<file path="config.mk">
export PLATFORM = sky130hd
export DESIGN_NAME = gpio_debounce
export DESIGN_NICKNAME = d
export VERILOG_FILES = /design/src/rtl/gpio_debounce_pkg.sv /design/src/rtl/gpio_debounce_cell.sv /design/src/rtl/gpio_debounce.sv
export SDC_FILE = /design/constraint.sdc
export NUM_CORES = 1
export LEC_CHECK = 0
export ABC_AREA = 1
export BUFFER_PORTS_ARGS = -buffer_cell sky130_fd_sc_hd__buf_2
export CORE_UTILIZATION = 54
export CTS_CLUSTER_SIZE = 12
export DETAILED_ROUTE_END_ITERATION = 6
export PLACE_DENSITY = 0.72
export SLEW_MARGIN = 20
export SYNTH_ARGS = -nofsm -noshare
export SYNTH_HDL_FRONTEND = slang
export SYNTH_SLANG_ARGS = --single-unit
export TNS_END_PERCENT = 30
</file>
<file path="constraint.sdc">
create_clock -name clk -period 14 [get_ports clk]
set_input_delay 0 -clock clk [delete_from_list [all_inputs] [get_ports clk]]
set_output_delay 0 -clock clk [all_outputs]
set_load 0.05 [all_outputs]
</file>
<file path="src/rtl/gpio_debounce_pkg.sv">
// Shared defaults and types for the GPIO input debounce stage.
// Holds the default pin count and widths, the gpio_in reset level and the per-pin action type.
package gpio_debounce_pkg;

    localparam int unsigned DefN  = 32;
    localparam int unsigned DefCw = 8;
    localparam int unsigned DefPw = 16;

    // Level gpio_in reports while reset is asserted
    localparam logic GpioInRst = 1'b0;

    typedef enum logic [2:0] {
        ActFollow,
        ActClear,
        ActFlip,
        ActCount,
        ActHold
    } cnt_act_e;

endpackage

</file>
<file path="src/rtl/gpio_debounce_cell.sv">
// One pin of the debounce stage: two-flop synchronizer, stability counter,
// stable level register and a registered change strobe.
module gpio_debounce_cell
    import gpio_debounce_pkg::*;
#(
    parameter int unsigned CW = DefCw
) (
    input  logic          clk,
    input  logic          reset,
    input  logic          tick,
    input  logic          en,
    input  logic [CW-1:0] limit,
    input  logic          pad,
    output logic          level,
    output logic          change
);

    logic          s1, sync, stable, stable_next, change_q;
    logic [CW-1:0] cnt, cnt_next;
    logic [CW:0]   lim_eff, cnt_inc;
    cnt_act_e      act;

    always_comb begin
        // A limit of zero behaves like one; the compare is one bit wider so cnt+1 never wraps
        lim_eff     = (limit == '0) ? {{CW{1'b0}}, 1'b1} : {1'b0, limit};
        cnt_inc     = {1'b0, cnt} + {{CW{1'b0}}, 1'b1};
        stable_next = stable;
        cnt_next    = cnt;

        if (!en)                              act = ActFollow;
        else if (sync == stable)              act = ActClear;
        else if (tick && cnt_inc >= lim_eff)  act = ActFlip;
        else if (tick)                        act = ActCount;
        else                                  act = ActHold;

        unique case (act)
            ActFollow: begin
                stable_next = sync;
                cnt_next    = '0;
            end
            ActClear:  cnt_next = '0;
            ActFlip: begin
                stable_next = sync;
                cnt_next    = '0;
            end
            ActCount:  cnt_next = cnt_inc[CW-1:0];
            ActHold:   cnt_next = cnt;
            default:   cnt_next = cnt;
        endcase
    end

    always_ff @(posedge clk or posedge reset) begin
        if (reset) begin
            s1       <= 1'b0;
            sync     <= 1'b0;
            stable   <= GpioInRst;
            cnt      <= '0;
            change_q <= 1'b0;
        end else begin
            s1       <= pad;
            sync     <= s1;
            stable   <= stable_next;
            cnt      <= cnt_next;
            change_q <= (stable_next != stable);
        end
    end

    assign level  = stable;
    assign change = change_q;

endmodule

</file>
<file path="src/rtl/gpio_debounce.sv">
// GPIO input conditioning: shared tick prescaler plus N independent debounce cells
// driving the GPIO block's gpio_in bus and a per-pin change strobe.
module gpio_debounce
    import gpio_debounce_pkg::*;
#(
    parameter int unsigned N  = DefN,
    parameter int unsigned CW = DefCw,
    parameter int unsigned PW = DefPw
) (
    input  logic          clk,
    input  logic          reset,
    input  logic [N-1:0]  cfg_en,
    input  logic [PW-1:0] cfg_div,
    input  logic [CW-1:0] cfg_limit,
    input  logic [N-1:0]  pad_in,
    output logic [N-1:0]  gpio_in,
    output logic [N-1:0]  change
);

    logic [PW-1:0] pre;
    logic          tick;

    assign tick = (pre == '0);

    // cfg_div is only sampled on reload, so a new divider lands at the next tick
    always_ff @(posedge clk or posedge reset) begin
        if (reset) begin
            pre <= '0;
        end else if (tick) begin
            pre <= cfg_div;
        end else begin
            pre <= pre - {{(PW-1){1'b0}}, 1'b1};
        end
    end

    for (genvar i = 0; i < N; i++) begin : g_pin
        gpio_debounce_cell #(
            .CW(CW)
        ) u_cell (
            .clk    (clk),
            .reset  (reset),
            .tick   (tick),
            .en     (cfg_en[i]),
            .limit  (cfg_limit),
            .pad    (pad_in[i]),
            .level  (gpio_in[i]),
            .change (change[i])
        );
    end

endmodule

</file>
==> results.md <==
Run status:
- The flow ran to the end, and the final reports show no timing, DRC or antenna violations.

Global route:
- The pin count of the biggest net entering global routing is 148.
- The first-pass GRT wire length is 104000 µm.
- For this run, the total global-route usage over all layers was measured as 0.251.
- The total overflow left after global routing is 0.
- The via count of the first global-routing pass was 22100.
- The initial antenna violation count was 0.

Synth:
- The top flip-flop cell by instance count after synthesis is dfrtp_1.
- A synthesized cell averages 7.35 µm².
- Of the post-synthesis cell area, the dominant cell type holds 0.374.
- Of the synthesized area, sequential elements account for 0.374.
- The synthesized design contains 0 enable-type register cells.
- Yosys attributes the largest share of cell area to dfrtp_1, nand2_1, ha_1.
- Of all cell types, the one taking the most synthesized area is dfrtp_1.
- After synthesis, the share of flip-flops with an asynchronous set or reset is 1.00.
- The instance count of the mapped netlist is 3642.
- The number of different library cells in the post-synthesis netlist is 45.
- The number of warning messages in the yosys log is 0.
- The net count of the mapped netlist is 3928.
- The count of state elements after synthesis is 400.
- Summing every instance area after synthesis gives 26800 µm².
- After synthesis, the most frequently instantiated cells are nand2_1, inv_1, dfrtp_1.
- The most common cell in the synthesized netlist is nand2_1.

Timing:
- Measured against its own limit, the worst slew margin works out to 0.317.
- The final-report max-slew violation count is 0.
- The setup skew after layout is 12.9 ps.
- The final worst setup slack is 10710 ps.
- The setup TNS is 0 ps.
- Setup violations remaining at the end of the flow were counted as 0.
- The maximum frequency from static timing analysis is 304 MHz.
- The number of hold violations in the final report came to 0.
- Of the available clock period, the critical path in the final layout requires 0.235.
- At the pin with the least slew margin, the transition time is 1020 ps.
- For the finished layout, the period the worst path requires is 3290 ps.
- Setup repair after global routing left no endpoint under its margin.

Die:
- 154 I/O pins were placed.
- The die covers 50500 µm².
- Measured along the y axis, the die boundary spans 225 µm.
- The die is 225 µm wide.
- The core region is 49000 µm².
- The starting utilization of the core area is 0.547.
- The count of standard-cell rows is 81.

Power:
- The ratio of total power to cell area is 91.7 nW/µm².
- The static leakage is 16.1 nW.
- The peak supply drop is 0.0887 mV.

Detailed routing:
- The detailed-route via count is 23300.
- For this run, the detailed router's first-pass iteration total came to 6.
- In the routed design, unresolved DRC markers number 0.
- In this run the remaining antenna-violating nets after routing total 0.
- Using the TritonRoute via totals, the vias-per-cell ratio works out to 5.13.
- The detailed router put a total of 29100 µm of wire on met1.
- The number of DRC markers in iteration 0 is 1366.
- The mean routed wirelength per cell is 13.6 µm.
- Signal routing reaches up to met4.
- Summed over all nets, wire length on met3 after detailed routing comes to 2820 µm.
- The met2 wire length is 28500 µm.
- The final wirelength is 61900 µm.

Finish:
- In the final layout, the share of cells above drive strength 1 is 0.0766.
- The final-layout fill cell count is 4329.
- The area growth from synthesis to final layout is 12.7%.
- The utilization after layout is 0.617.
- The count of nets after finishing is 4126.
- The antenna cell count is 0.

Critical path:
- The maximum fanout count along the critical path is 27.
- The most critical setup path has its startpoint at pre[0]$_DFF_PP0_.
- The critical path capture point type is a register.
- The worst setup path is launched from a register.
- In this run the critical register-to-register path is captured at g_pin[20].u_cell.cnt[7]$_DFFE_PP0P_.
- The worst path required time is 14510 ps.
- The most critical setup path has its endpoint at g_pin[20].u_cell.cnt[7]$_DFFE_PP0P_.
- The worst flop-to-flop path startpoint is pre[0]$_DFF_PP0_.
- Data arrives at the worst endpoint at 3800 ps.
- The critical path is of the reg2reg type.
- The worst reg2reg path depth is 14.
- Across all register-to-register paths, the minimum setup slack is 10710 ps.

Clocking:
- TritonCTS built the clock tree.
- The maximum level of the CTS H-tree is 2.
- The tree is rooted in a clkbuf_16.
- Counting the buffers created by CTS gives 46.
- No sink is reached through more buffers than the 3 on the longest clock path.
- The clock-pin slew reported for the worst setup and hold paths after clock tree synthesis is 60 ps.
- Counting every sink on the clock net gives 400.
- The number of cells upsized or downsized after cts is 0.
- The clock reaches the later pin of the worst-skew pair after 590 ps.

Placed design:
- The routability-driven placement congestion ratio is 0.856.
- The post-place setup slack is 10150 ps.
- During placement, the flow inserted port buffers numbering 153.
- Detailed placement ended at an HPWL of 41300 µm.

Min path:
- In this run the worst hold path is classified as in2reg.
- The worst hold path stage count is 2.

Job:
- Max-cap violations in this run came to 0.
## per-layer routing
metal  up-vias  GRT usage
li1      12100          -
met1     10700      0.340
met2       408      0.422
met3        96     0.0350
met4         0     0.0656
met5         -          0
## cells in the final DEF (no fill, tap or decap), drive strengths merged, types with 5 or more instances in the layout
cell,n
a21boi,49
a21oi,55
and2,5
buf,162
clkbuf,71
clkinv,16
dfrtp,400
dlygate4sd3,81
ha,196
inv,539
nand2,1089
nand3,311
nand3b,32
nand4,90
nor2,288
nor3,39
o21a,5
o21ai,167
o21bai,22
o22ai,90
or2,10
xnor2,12
xor2,135
## final cells by class
type / instances / area, µm² / area share
Inverter: 545 / 2050 / 0.0681
Timing Repair Buffer: 243 / 1660 / 0.0549
Sequential cell: 400 / 10000 / 0.332
Tap cell: 664 / 831 / 0.0275
Clock inverter: 12 / 110 / 0.00365
Multi-Input combinational cell: 2604 / 14100 / 0.467
Clock buffer: 71 / 1420 / 0.0470
## critical path, stage by stage, from the launching register on
cell and delay [ps]:
dfrtp_1 370, inv_1 70, ha_1 180, nand2_1 150, nor2_1 120, nand2_1 100
nor2_2 160, nand4_4 510, clkinv_2 740, nand2_1 100, inv_1 100, nand3_1 270
inv_1 200, nand2_1 60, o21ai_0 60
## how the worst min path moves through the flow
stage | startpoint | slack [ps] | endpoint
after global routing | pad_in[17] | 30 | g_pin[17].u_cell.s1$_DFF_PP0_
after detailed placement | pad_in[6] | 110 | g_pin[6].u_cell.s1$_DFF_PP0_
after CTS | pad_in[28] | 10 | g_pin[28].u_cell.s1$_DFF_PP0_
after floorplan | pad_in[0] | 30 | g_pin[0].u_cell.s1$_DFF_PP0_
final | pad_in[4] | 50 | g_pin[4].u_cell.s1$_DFF_PP0_
after global placement | pad_in[6] | 110 | g_pin[6].u_cell.s1$_DFF_PP0_
## power by group
part,internal (mW),switching (mW)
logic,0.0965,0.231
registers,1.20,0.0273
clock network,0.730,0.487
## through the flow
stage	power [mW]	hold slack, ps	cells	instance area, µm²
global placement	1.55	107	4375	27800
detailed placement	1.55	109	4375	27800
global route	2.88	33.2	4539	30200
CTS	2.80	14.0	4539	30200
finish	2.77	48.5	4539	30200
floorplan	1.48	31.4	3642	26800
## sequential cells by signal, summed over array words and instances, names as in the netlist
name,count
g_pin.u_cell.cnt,256
g_pin.u_cell.s1,32
g_pin.u_cell.level,32
g_pin.u_cell.change,32
g_pin.u_cell.sync,32
pre,16
## timing repair
| item | in CTS | in global routing |
|---|---|---|
| setup endpoints to repair | 0 | 0 |
| endpoints found under the hold margin | 439 | 0 |
| buffers inserted | 0 | 0 |
| hold buffers | 81 | 0 |
## kinds of logic after synthesis
kind of cell             share of synthesized area
adder cells (fa/ha/maj)                     0.0916
flip-flops                                   0.374
XOR/XNOR                                    0.0481
AND/OR/NAND/NOR                              0.301
AO/OA/AOI/OAI                               0.0855
buffers and inverters                       0.0997
Note: power is estimated with default switching activity, not from simulation.
